## src/rtl/debounce_pkg.sv

```systemverilog
`default_nettype none
// +--------------------------------------------------------------------------+
// | Module      : debounce_pkg                                               |
// | Description : Shared types and constants for the push-button debounce    |
// |               path: debounce FSM state encoding and stability-window     |
// |               defaults (silicon value and short simulation value).       |
// | Revision    : 1.0 - initial release                                      |
// +--------------------------------------------------------------------------+
package debounce_pkg;

   // Debounce FSM states, 2-bit encoding.
   typedef enum logic [1:0] {
      IDLE_LOW  = 2'd0,
      WAIT_HIGH = 2'd1,
      IDLE_HIGH = 2'd2,
      WAIT_LOW  = 2'd3
   } state_t;

   // Stability window in clock cycles: 500000 for silicon, 4 for simulation.
   localparam int unsigned DEFAULT_STABLE_CYCLES = 32'd500000;
   localparam int unsigned SIM_STABLE_CYCLES     = 32'd4;

endpackage : debounce_pkg
`default_nettype wire

```

## src/rtl/sync_2ff.sv

```systemverilog
`default_nettype none
// +--------------------------------------------------------------------------+
// | Module      : sync_2ff                                                   |
// | Description : Generic two-flop synchronizer for asynchronous inputs.     |
// |               Both stages clear on reset.                                |
// | Revision    : 1.0 - initial release                                      |
// +--------------------------------------------------------------------------+
// | Ports                                                                    |
// |   clk      in   1      sampling clock, rising edge                       |
// |   reset_n  in   1      asynchronous active-low reset                     |
// |   d_i      in   WIDTH  asynchronous input                                |
// |   q_o      out  WIDTH  synchronized output (two clocks of latency)       |
// +--------------------------------------------------------------------------+
module sync_2ff #(
   parameter int WIDTH = 1
) (
   input  logic             clk,
   input  logic             reset_n,
   input  logic [WIDTH-1:0] d_i,
   output logic [WIDTH-1:0] q_o
);

   logic [WIDTH-1:0] s1_q;
   logic [WIDTH-1:0] s2_q;

   always_ff @(posedge clk or negedge reset_n) begin
      if (!reset_n) begin
         s1_q <= '0;
         s2_q <= '0;
      end else begin
         s1_q <= d_i;
         s2_q <= s1_q;
      end
   end

   assign q_o = s2_q;

endmodule : sync_2ff
`default_nettype wire

```

## src/rtl/debounce_pulse.sv

```systemverilog
`default_nettype none
// +--------------------------------------------------------------------------+
// | Module      : debounce_pulse                                             |
// | Description : Turns a raw bouncing push-button level into a debounced    |
// |               level and a single-cycle pulse on each accepted press,     |
// |               suitable for driving a toggle stage's T input.             |
// | Revision    : 1.0 - initial release                                      |
// +--------------------------------------------------------------------------+
// | Ports                                                                    |
// |   clk        in   1  system clock, rising edge                           |
// |   reset_n    in   1  asynchronous active-low reset                       |
// |   btn_in     in   1  raw asynchronous button level (1 = pressed)         |
// |   db_level   out  1  debounced button level (registered)                 |
// |   pulse_out  out  1  one-cycle pulse on an accepted press (registered)   |
// | Build option                                                             |
// |   RELEASE_PULSE_EN  when defined, pulse_out also fires on an accepted    |
// |                     release. Port list is the same in both builds.       |
// +--------------------------------------------------------------------------+
module debounce_pulse #(
   parameter int unsigned STABLE_CYCLES = debounce_pkg::DEFAULT_STABLE_CYCLES
) (
   input  logic clk,
   input  logic reset_n,
   input  logic btn_in,
   output logic db_level,
   output logic pulse_out
);

   import debounce_pkg::*;

   localparam int                   CNT_WIDTH = $clog2(STABLE_CYCLES);
   localparam logic [CNT_WIDTH-1:0] CNT_MAX   = CNT_WIDTH'(STABLE_CYCLES - 1);
   localparam logic [CNT_WIDTH-1:0] CNT_ONE   = CNT_WIDTH'(1);

   logic                 btn_s;
   state_t               state_q, state_d;
   logic [CNT_WIDTH-1:0] cnt_q, cnt_d;
   logic                 db_level_q, db_level_d;
   logic                 pulse_q, pulse_d;

   sync_2ff #(
      .WIDTH (1)
   ) u_sync (
      .clk     (clk),
      .reset_n (reset_n),
      .d_i     (btn_in),
      .q_o     (btn_s)
   );

   always_ff @(posedge clk or negedge reset_n) begin
      if (!reset_n) begin
         state_q    <= IDLE_LOW;
         cnt_q      <= '0;
         db_level_q <= 1'b0;
         pulse_q    <= 1'b0;
      end else begin
         state_q    <= state_d;
         cnt_q      <= cnt_d;
         db_level_q <= db_level_d;
         pulse_q    <= pulse_d;
      end
   end

   // The counter only runs in the WAIT states and is cleared on every state
   // change, so it never exceeds CNT_MAX. Any sample disagreeing with the
   // candidate level sends the FSM back and restarts qualification.
   always_comb begin
      state_d    = state_q;
      cnt_d      = cnt_q;
      db_level_d = db_level_q;
      pulse_d    = 1'b0;
      case (state_q)
         IDLE_LOW: begin
            if (btn_s) begin
               state_d = WAIT_HIGH;
               cnt_d   = '0;
            end
         end
         WAIT_HIGH: begin
            if (!btn_s) begin
               state_d = IDLE_LOW;
               cnt_d   = '0;
            end else if (cnt_q == CNT_MAX) begin
               state_d    = IDLE_HIGH;
               cnt_d      = '0;
               db_level_d = 1'b1;
               pulse_d    = 1'b1;
            end else begin
               cnt_d = cnt_q + CNT_ONE;
            end
         end
         IDLE_HIGH: begin
            if (!btn_s) begin
               state_d = WAIT_LOW;
               cnt_d   = '0;
            end
         end
         WAIT_LOW: begin
            if (btn_s) begin
               state_d = IDLE_HIGH;
               cnt_d   = '0;
            end else if (cnt_q == CNT_MAX) begin
               state_d    = IDLE_LOW;
               cnt_d      = '0;
               db_level_d = 1'b0;
`ifdef RELEASE_PULSE_EN
               pulse_d    = 1'b1;
`else
               pulse_d    = 1'b0;
`endif
            end else begin
               cnt_d = cnt_q + CNT_ONE;
            end
         end
         default: begin
            state_d = IDLE_LOW;
            cnt_d   = '0;
         end
      endcase
   end

   assign db_level  = db_level_q;
   assign pulse_out = pulse_q;

endmodule : debounce_pulse
`default_nettype wire
```

## config.mk

```make
export PLATFORM = sky130hd
export DESIGN_NAME = debounce_pulse
export DESIGN_NICKNAME = d
export VERILOG_FILES = /design/src/rtl/debounce_pkg.sv /design/src/rtl/sync_2ff.sv /design/src/rtl/debounce_pulse.sv
export SDC_FILE = /design/constraint.sdc
export NUM_CORES = 1
export LEC_CHECK = 0
export BUFFER_PORTS_ARGS = -buffer_cell sky130_fd_sc_hd__buf_4
export CAP_MARGIN = 5
export CORE_MARGIN = 4
export CORE_UTILIZATION = 54
export DETAILED_ROUTE_END_ITERATION = 12
export GPL_TIMING_DRIVEN = 0
export PLACE_DENSITY = 0.81
export SLEW_MARGIN = 5
export SYNTH_ARGS = -nofsm -noshare
export SYNTH_HDL_FRONTEND = slang
export SYNTH_SLANG_ARGS = --single-unit
export TNS_END_PERCENT = 5
```

## constraint.sdc

```tcl
create_clock -name clk -period 1.5 [get_ports clk]
set_input_delay 0.075 -clock clk [delete_from_list [all_inputs] [get_ports clk]]
set_output_delay 0.075 -clock clk [all_outputs]
set_load 0.02 [all_outputs]
```

==> impl_results.rst <==
.. list-table::
   :header-rows: 1

   * - Metric
     - Value
   * - Run status
     - finished with violations
   * - Violated checks
     - setup timing
   * - Detailed-router iteration count before antenna repair
     - 4
   * - Share of cells above drive strength 1
     - 32.4%
   * - Number of primary I/O pins
     - 5
   * - Synth top area share
     - 43.9%
   * - Detailed-route wire length
     - 4030 µm
   * - Portion of the post-synthesis area used by sequential elements
     - 43.9%
   * - Via Count
     - 1369
   * - Detail-routed net length per standard cell
     - 20.1 µm
   * - Number of placed instances with taps included
     - 187
   * - Starting density of the core
     - 57.0%
   * - GRT Resource Usage Total
     - 25.0%
   * - Std-Cell Core Area
     - 0.00250 mm²
   * - Mux contribution to synthesized area
     - 1.40%
   * - Max Root-Sink Buffers
     - 2
   * - Mean cell area of the mapped netlist
     - 9.31 µm²
   * - Cells taking the most area after synthesis
     - sky130_fd_sc_hd__dfrtp_1, sky130_fd_sc_hd__nand3_1, sky130_fd_sc_hd__nand2_1
   * - Total overflow reported by the global router
     - 0
   * - Final worst slack
     - -0.303 ns
   * - Synthesized area
     - 0.00143 mm²
   * - Number of distinct standard cells referenced by the synthesized netlist
     - 42
   * - Routability Congestion
     - 0.874
   * - Peak supply drop
     - 688 µV
   * - Minimum clock period after layout
     - 1.80 ns
   * - Dominant combinational cell family by area after synthesis
     - simple AND/OR/NAND/NOR gates
   * - Detail-routed via count per cell
     - 6.85
   * - Clock Latency Late Sink
     - 0.34 ns
   * - Number of global-route vias before repair
     - 1385
   * - Number of buffers added by the clock tree synthesis step
     - 3
   * - Mapped Cells
     - 153
   * - Transition time at the pin with the least slew margin
     - 0.509 ns
   * - # DRC
     - 0
   * - Post-detailed-placement half-perimeter wirelength
     - 2410 µm
   * - Die area
     - 0.00352 mm²
   * - Die width
     - 59.4 µm
   * - Maximum cell stage delay along the critical path
     - 0.54 ns
   * - Post-DRT Antenna Nets
     - 0
   * - Final number of hold-violating endpoints
     - 0
   * - Antenna violations before repair
     - 0
   * - Achievable clock frequency
     - 555 MHz
   * - Hold Path Class
     - in2async
   * - Commonest non-fill, non-tap cell in the layout
     - sky130_fd_sc_hd__nand2_1
   * - Tcrit/Tclk final
     - 120%
   * - Post-synth net total
     - 157
   * - Root buffer cell
     - sky130_fd_sc_hd__clkbuf_4
   * - Final setup viols
     - 21
   * - Clock tree from TritonCTS
     - done
   * - Largest fanout of any net on the critical path
     - 5
   * - Area fraction in and, or, nand and nor cells after synthesis
     - 32.1%
   * - Die Ht
     - 59.4 µm
   * - Layout-stage area growth over the synthesis result
     - 23.6%
   * - Final non-filler cell total
     - 200
   * - Starting DRC count in detailed routing
     - 124
   * - Warnings, synthesis
     - 0
   * - Internal reg-to-reg setup slack
     - -0.30 ns
   * - # Max-Cap Violations
     - 0
   * - Power density over the cells
     - 633 mW/mm²
   * - Max-slew violation count
     - 0
   * - Yosys top cell by area
     - sky130_fd_sc_hd__dfrtp_1
   * - Ant. Diodes
     - 0
   * - Unrepaired setup endpoints after global routing
     - yes
   * - Standard-cell row count
     - 18
   * - Sum of internal, switching and leakage power
     - 1.12 mW
   * - Required time reported for the critical path endpoint
     - 1.78 ns
   * - Pin count of the biggest net entering global routing
     - 26
   * - Total leakage power
     - 0.749 nW
   * - Count of state elements after synthesis
     - 25
   * - Adder-Cell Fraction of Synth Area
     - 0.878%
   * - Worst slew margin relative to its limit
     - 65.9%
   * - Critical path class
     - reg2reg
   * - Final setup TNS
     - -3.18 ns
   * - Most frequent cells in the layout
     - sky130_fd_sc_hd__nand2_1, sky130_fd_sc_hd__dfrtp_1, sky130_fd_sc_hd__nand3_1
   * - Series of cell instances along the critical path
     - or4_4 -> nor4_4 -> nand4_1 -> a21oi_2
   * - Arrival @ worst endpoint
     - 2.08 ns
   * - Clock slew at the register clock pins of the worst setup and hold paths
     - 0.15 ns
   * - Worst setup skew after layout
     - 0.0117 ns
   * - Fraction of synthesized cell area in xor and xnor cells
     - 1.76%
   * - Startpoint Class
     - flip-flop
   * - Number of sinks handled by clock tree synthesis
     - 25
   * - Worst hold margin
     - 0.150 ns
   * - Number of levels in the clock H-tree
     - 1
   * - Type of destination of the critical path
     - flip-flop
   * - Worst path slowest cell
     - sky130_fd_sc_hd__or4_4
   * - Count of buffers inserted at the top-level ports
     - 4
   * - Number of filler cells placed in the layout
     - 190
   * - Wire length of the first global-routing pass
     - 6640 µm
   * - Net total in the final layout
     - 175
   * - Area fraction in compound gates after synthesis
     - 16.4%
cell families (layout without fill, tap and decap cells):
group	after synthesis	count (layout)
adders and majority gates	1	1
buffers and inverters	9	26
AOI/OAI and AO/OA	33	33
and+or+nand+nor	81	81
DFF	25	25
muxes	2	2
xor gates and xnor gates	2	2
state kept, by name, indices dropped and copies added (netlist names), named ones only:
signal,flops
u_sync.s1_q,1
state_q,1
cnt_q,19
pulse_out,1
db_level,1
u_sync.q_o,1
cell usage after synthesis (all sizes together):
master / number
dfrtp: 25
nand2: 19
nand3: 18
o21ai: 13
nand4: 8
or3: 8
nor2: 6
and3: 5
inv: 5
a21o: 4
o211ai: 4
or4: 4
buf: 3
nor4: 3
o2111ai: 3
o41a: 3
and4: 2
mux2i: 2
nor3: 2
nor4b: 2
a2111oi: 1
a21oi: 1
a22o: 1
and2: 1
clkinv: 1
ha: 1
nand2b: 1
nand3b: 1
o21bai: 1
o31ai: 1
o32ai: 1
or4b: 1
xnor2: 1
xor2: 1
stage by stage:
step                instance area, µm²  utilization (%)  setup slack (ns)
floorplan                         1440                -           -0.0417
global placement                  1500             60.2            -0.399
detailed placement                1500             60.2            -0.470
CTS                               1720             68.8            -0.191
global route                      1760             70.5            -0.361
finish                            1760             70.5            -0.303
where the power goes:
part	total, mW	switching, mW	internal, mW
Combinational	0.0911	0.0576	0.0335
Clock	0.326	0.226	0.101
Sequential	0.698	0.0154	0.683
Total	1.12	0.299	0.817
layout make-up:
class	count	area (µm²)	area share (%)
clock buffer	3	22.5	1.28
clock inverter	1	5.00	0.284
inverter	6	23.8	1.35
buffer	3	30.0	1.70
sequential	25	637	36.2
tap	30	37.5	2.13
timing repair buffer	13	106	6.04
multi-input combinational	119	900	51.1
path summary, 6_finish.rpt:
path,start,end,depth (start not counted)
min,reset_n,cnt_q[8],2
max reg2reg,cnt_q[6],db_level,4
max,cnt_q[6],db_level,4
min in group clk,u_sync.s1_q,u_sync.q_o,0
max in group asynchronous,reset_n,cnt_q[14],2
min reg2reg,u_sync.s1_q,u_sync.q_o,0
routing by layer:
layer  GRT usage (%)  part of all wire [%]  wire length, µm
met5               0                     0                0
met2            42.6                    51             2060
met1            31.7                    40             1630
met4            11.0                   2.7              108
met3            2.83                   5.6              227
critical path: cells and delay by family (launching register included):
| family | cells | cell delay (ns) |
|---|---|---|
| AOI/OAI and AO/OA | 1 | 0.22 |
| and+or+nand+nor | 3 | 1.04 |
| DFF | 1 | 0.48 |
what timing repair did:
item / 4_1_cts / 5_1_grt
endpoints found under the hold margin: 26 / 0
hold buffers: 2 / 0
buffers inserted: 6 / 1
pin swaps: 11 / 7
gates resized for setup: 28 / 14
endpoints found under the setup margin: 22 / 23
Note: power is estimated with default switching activity, not from simulation.
